File: src/rtl/register_file_scoreboard.sv
// Multi-port integer register file with post-reset zero sequencer and busy scoreboard.
// Optional same-cycle write-to-read forwarding via REGFILE_WRITE_BYPASS_EN.
module register_file_scoreboard #(
  parameter int DATA_WIDTH     = 64,
  parameter int NUM_REGISTERS  = 32,
  parameter int ADDR_WIDTH     = 5,
  parameter int NUM_READ_PORTS = 3,
  parameter int ZERO_REG       = 1
) (
  input  logic                                 clk,
  input  logic                                 reset,
  input  logic                                 in_write_enable,
  input  logic [ADDR_WIDTH-1:0]                in_write_register_select,
  input  logic [DATA_WIDTH-1:0]                in_write_data,
  input  logic [NUM_READ_PORTS*ADDR_WIDTH-1:0] in_read_register_select,
  output logic [NUM_READ_PORTS*DATA_WIDTH-1:0] out_read_data,
  input  logic                                 in_reserve_enable,
  input  logic [ADDR_WIDTH-1:0]                in_reserve_register_select,
  output logic [NUM_REGISTERS-1:0]             out_busy,
  output logic                                 out_ready
);

  typedef enum logic {
    S_INIT,
    S_RUN
  } state_t;

  state_t                  state, state_next;
  logic [ADDR_WIDTH-1:0]   counter, counter_next;
  logic [NUM_REGISTERS-1:0] busy_next;
  logic [DATA_WIDTH-1:0]   mem [NUM_REGISTERS];
  logic                    run;
  logic                    wr_ok;
  logic                    last;

  assign run   = (state == S_RUN);
  assign last  = (counter == ADDR_WIDTH'(NUM_REGISTERS - 1));
  assign wr_ok = in_write_enable &&
                 !(ZERO_REG != 0 && in_write_register_select == '0);

  always_ff @(posedge clk or negedge reset) begin
    if (!reset) begin
      state   <= S_INIT;
      counter <= '0;
    end else begin
      state   <= state_next;
      counter <= counter_next;
    end
  end

  always_comb begin
    state_next   = state;
    counter_next = counter;
    unique case (1'b1)
      (state == S_INIT): begin
        counter_next = counter + 1'b1;
        if (last) state_next = S_RUN;
      end
      (state == S_RUN): begin
        counter_next = counter;
      end
    endcase
  end

  assign out_ready = run;

  // Storage is not reset; the sequencer clears it instead.
  always_ff @(posedge clk) begin
    if (!run) begin
      mem[counter] <= '0;
    end else if (wr_ok) begin
      mem[in_write_register_select] <= in_write_data;
    end
  end

  always_comb begin
    out_read_data = '0;
    for (int k = 0; k < NUM_READ_PORTS; k++) begin
      logic [ADDR_WIDTH-1:0] sel;
      sel = in_read_register_select[k*ADDR_WIDTH +: ADDR_WIDTH];
      if (!run) begin
        out_read_data[k*DATA_WIDTH +: DATA_WIDTH] = '0;
      end else if (ZERO_REG != 0 && sel == '0) begin
        out_read_data[k*DATA_WIDTH +: DATA_WIDTH] = '0;
`ifdef REGFILE_WRITE_BYPASS_EN
      end else if (in_write_enable &&
                   sel == in_write_register_select) begin
        out_read_data[k*DATA_WIDTH +: DATA_WIDTH] = in_write_data;
`endif
      end else begin
        out_read_data[k*DATA_WIDTH +: DATA_WIDTH] = mem[sel];
      end
    end
  end

  // A reserve after the clear means a new producer wins the race.
  always_comb begin
    busy_next = out_busy;
    if (run) begin
      if (in_write_enable)
        busy_next[in_write_register_select] = 1'b0;
      if (in_reserve_enable)
        busy_next[in_reserve_register_select] = 1'b1;
    end else begin
      busy_next = '0;
    end
    if (ZERO_REG != 0) busy_next[0] = 1'b0;
  end

  always_ff @(posedge clk or negedge reset) begin
    if (!reset) begin
      out_busy <= '0;
    end else begin
      out_busy <= busy_next;
    end
  end

endmodule

File: config.mk
export PLATFORM = sky130hd
export DESIGN_NAME = register_file_scoreboard
export DESIGN_NICKNAME = d
export VERILOG_FILES = /design/src/rtl/register_file_scoreboard.sv
export SDC_FILE = /design/constraint.sdc
export NUM_CORES = 2
export LEC_CHECK = 0
export CAP_MARGIN = 20
export CORE_MARGIN = 10
export CORE_UTILIZATION = 30
export DETAILED_ROUTE_END_ITERATION = 8
export HOLD_SLACK_MARGIN = 0.02
export SYNTH_ARGS = -nofsm -noshare
export SYNTH_HDL_FRONTEND = slang
export SYNTH_SLANG_ARGS = --single-unit
File: constraint.sdc
create_clock -name clk -period 5.05 [get_ports clk]
set_input_delay 0.7575 -clock clk [delete_from_list [all_inputs] [get_ports clk]]
set_output_delay 0.7575 -clock clk [all_outputs]
set_load 0.03 [all_outputs]
==> flow_metrics.env <==
export IMPL_timing_critical_path_arrival_ns=3.97
export IMPL_finalHoldViolations=0
export IMPL_route_vias_total=76345
export IMPL_post_dr_wirelength_cell_um=37.8
export IMPL_place_gp_congestion=0.851
export IMPL_power_leakage_nw=45.4
export IMPL_fraction_of_the_cycle_the_final_worst_path_needs_pct=93.7
export IMPL_cts_resizes=0
export IMPL_synth_async_reset_ratio_pct=1.77
export IMPL_die_area_um2=395000
export IMPL_synth_sequential_area_ratio_pct=56.1
export IMPL_final_fill_count=34185
export IMPL_layout_min_cycle_time_ns=4.73
export IMPL_critPathBufInv=3
export IMPL_holdBufCountCts=0
export IMPL_synth_largest_area_cell="sky130_fd_sc_hd__edfxtp_1"
export IMPL_dominantRegCellSynth="sky130_fd_sc_hd__edfxtp_1"
export IMPL_yosysWarnings=0
export IMPL_site_row_count=223
export IMPL_timing_max_slew_rel_slack_pct=18.6
export IMPL_yosys_area_top_type_share_pct=55.3
export IMPL_cts_post_setup_buffers_inserted=0
export IMPL_antenna_violations_before_repair=41
export IMPL_finalNetCount=6897
export IMPL_fp_dieW_um=629
export IMPL_drcViolationCount=0
export IMPL_critPathLaunchType="register"
export IMPL_core_area_um2=369000
export IMPL_yosys_cell_count_top_type="sky130_fd_sc_hd__edfxtp_1"
export IMPL_area_sequential_um2=62400
export IMPL_cts_sink_count=2085
export IMPL_cts_inserted_buffers=227
export IMPL_netlist_area_um2=111000
export IMPL_hpwlAfterDp_um=265000
export IMPL_r2r_setup_slack_ns=1.38
export IMPL_ir_drop_v=0.000283
export IMPL_postRouteWirelength_um=453000
export IMPL_critical_path_top_delay_family="buffers and inverters"
export IMPL_critical_path_slowest_cell="sky130_fd_sc_hd__dfrtp_2"
export IMPL_multi_input_comb_area_um2=46000
export IMPL_flip_flop_and_latch_count_after_synthesis=2085
export IMPL_yosys_cell_types=56
export IMPL_transition_time_of_the_tightest_slew_check_pin_ns=1.22
export IMPL_synth_fp_nets=6554
export IMPL_setup_total_negative_slack_ns=0
export IMPL_synth_cells_most_frequent="sky130_fd_sc_hd__edfxtp_1, sky130_fd_sc_hd__mux4_2, sky130_fd_sc_hd__mux2i_1"
export IMPL_critPathCaptureType="output pin"
export IMPL_initialDrtViolationCount=12017
export IMPL_track_usage_pct=21.9
export IMPL_grt_max_degree=87
export IMPL_required_ns=4.29
export IMPL_drive_above_1_share_pct=30.6
export IMPL_port_buffer_count=316
export IMPL_antenna_violating_nets_post_route=0
export IMPL_synthTopCellsByArea="sky130_fd_sc_hd__edfxtp_1, sky130_fd_sc_hd__mux4_2, sky130_fd_sc_hd__mux2i_1"
export IMPL_maxCapViolCount=0
export IMPL_post_route_util_pct=35.4
export IMPL_rsz0062_at_grt="false"
export IMPL_grt_overflow_total=0
export IMPL_synth_edff_count=2048
export IMPL_run_status="complete, no violations"
export IMPL_worstSkewPairLatency_ns=0.90
export IMPL_chipHeight_um=629
export IMPL_via_density=6.38
export IMPL_cts_tree="yes"
export IMPL_clk_transition_reported_paths_ns=0.08
export IMPL_first_global_vias=76808
export IMPL_area_growth_synth_to_final_pct=17.5
export IMPL_timing_worst_setup_path_type="register to output pin"
export IMPL_grt_first_pass_wirelength_um=619000
export IMPL_cpPeakStageDelay_ns=0.68
export IMPL_clockBufferDepth=4
export IMPL_power_density_cell_area_nw_per_um2=314
export IMPL_cp_max_fo=47
export IMPL_synth_area_per_cell_um2=17.2
export IMPL_first_pass_iters=7
export IMPL_effective_utilization_at_floorplan_pct=30.1
export IMPL_holdCritPathClass="input port to asynchronous set/reset pin"
export IMPL_cts_htree_levels=4
export IMPL_skew_ns=0.0556
export IMPL_timing_final_setup_violations=0
export IMPL_timing_fmax_mhz=211
export IMPL_final_max_slew_violation_count=0
export IMPL_design_power_total_mw=41.0
export IMPL_synthesis_instances=6459
export IMPL_cts_root_buffer_cell="sky130_fd_sc_hd__clkbuf_16"
export IMPL_path_cells="inv_2 > nor4_4 > buf_12 > a21oi_1 > nand4_1 > buf_4"
export IMPL_ioPinCount=318
[sequential cells by signal (all words and copies together) (netlist names)]
signal     cells
mem         2048
out_ready      1
counter        5
out_busy      31
[report_power, final]
part           total (mW)  switching [mW]  internal, mW
clock network        16.7            7.24          9.43
logic                5.21            3.30          1.91
registers            19.1          0.0359          19.1
[through the flow]
stage	std cells	worst slack [ns]	instance area, um^2	hold WS (ns)
2_1_floorplan	6459	0.0740	111000	0.462
3_3_place_gp	11512	0.391	123000	0.541
3_5_place_dp	11513	0.377	123000	0.539
4_1_cts	11919	0.269	130000	0.252
5_1_grt	11956	0.250	131000	0.330
6_report	11966	0.320	131000	0.291
[cells in the final DEF, fill, tap and decap left out, types with 6 or more instances in the layout]
cell	synthesis	routed
sky130_fd_sc_hd__edfxtp_1	2048	2048
sky130_fd_sc_hd__mux4_2	1126	1126
sky130_fd_sc_hd__mux2i_1	772	772
sky130_fd_sc_hd__a22oi_1	639	639
sky130_fd_sc_hd__buf_4	38	365
sky130_fd_sc_hd__clkbuf_16	0	228
sky130_fd_sc_hd__buf_12	12	222
sky130_fd_sc_hd__nand3_1	198	198
sky130_fd_sc_hd__nand4_1	190	190
sky130_fd_sc_hd__nand2_1	168	168
sky130_fd_sc_hd__a22o_1	130	130
sky130_fd_sc_hd__a31oi_1	127	126
sky130_fd_sc_hd__clkdlybuf4s50_1	0	119
sky130_fd_sc_hd__a21oi_1	95	94
sky130_fd_sc_hd__and3_1	67	67
sky130_fd_sc_hd__and2_1	69	64
sky130_fd_sc_hd__clkinv_2	0	47
sky130_fd_sc_hd__clkinv_1	0	42
sky130_fd_sc_hd__nor2_4	2	40
sky130_fd_sc_hd__clkbuf_1	251	40
sky130_fd_sc_hd__diode_2	0	37
sky130_fd_sc_hd__dfrtp_1	37	36
sky130_fd_sc_hd__o21ai_0	32	32
sky130_fd_sc_hd__mux4_1	24	24
sky130_fd_sc_hd__bufinv_16	0	23
sky130_fd_sc_hd__nor2_1	47	12
sky130_fd_sc_hd__clkinvlp_4	0	11
sky130_fd_sc_hd__buf_16	0	11
sky130_fd_sc_hd__mux2_2	9	9
sky130_fd_sc_hd__nand3b_1	8	8
sky130_fd_sc_hd__clkinv_4	0	6
sky130_fd_sc_hd__buf_8	6	6
[logic make-up after synthesis]
logic type	synth area share, %
and+or+nand+nor	3.86
DFF	56.1
muxes	30.4
buffers and inverters	2.87
adders and majority gates	0.0225
other	0.00337
AOI/OAI and AO/OA	6.67
xor gates and xnor gates	0.0236
[layer usage]
| layer | track usage, % | vias up | part of all wire, % |
|---|---|---|---|
| met3 | 4.84 | 1306 | 12 |
| met2 | 34.9 | 5829 | 47 |
| li1 | - | 28833 | - |
| met1 | 27.8 | 40371 | 35 |
| met5 | 0.0956 | - | 0.0086 |
| met4 | 11.9 | 6 | 6.3 |
[worst register-to-register path, stage by stage, from the launching register on]
cell                      delay, ns
sky130_fd_sc_hd__dfrtp_2       0.68
sky130_fd_sc_hd__buf_4         0.36
sky130_fd_sc_hd__nand2_1       0.17
sky130_fd_sc_hd__a21oi_4       0.31
sky130_fd_sc_hd__mux2_2        0.49
sky130_fd_sc_hd__nor2_4        0.72
sky130_fd_sc_hd__buf_12        0.51
[final timing paths]
check	start	endpoint	cells past startpoint
setup / recovery	out_ready	out_read_data[126]	6
hold / removal	reset	out_busy[15]	2
setup reg to reg	out_ready	mem[7][47]	6
hold reg to reg	out_busy[14]	out_busy[14]	2
max in group asynchronous	reset	out_ready	2
min in group clk	out_busy[14]	out_busy[14]	2
[layout make-up]
cell class	count	area share (%)
antenna	37	0.0708
clock buffer	268	4.48
clock inverter	138	1.02
inverter	4	0.0115
multi-input combinational	3761	35.2
sequential	2085	47.8
tap	4950	4.74
timing repair buffer	723	6.71
Note: power is estimated with default switching activity, not from simulation.
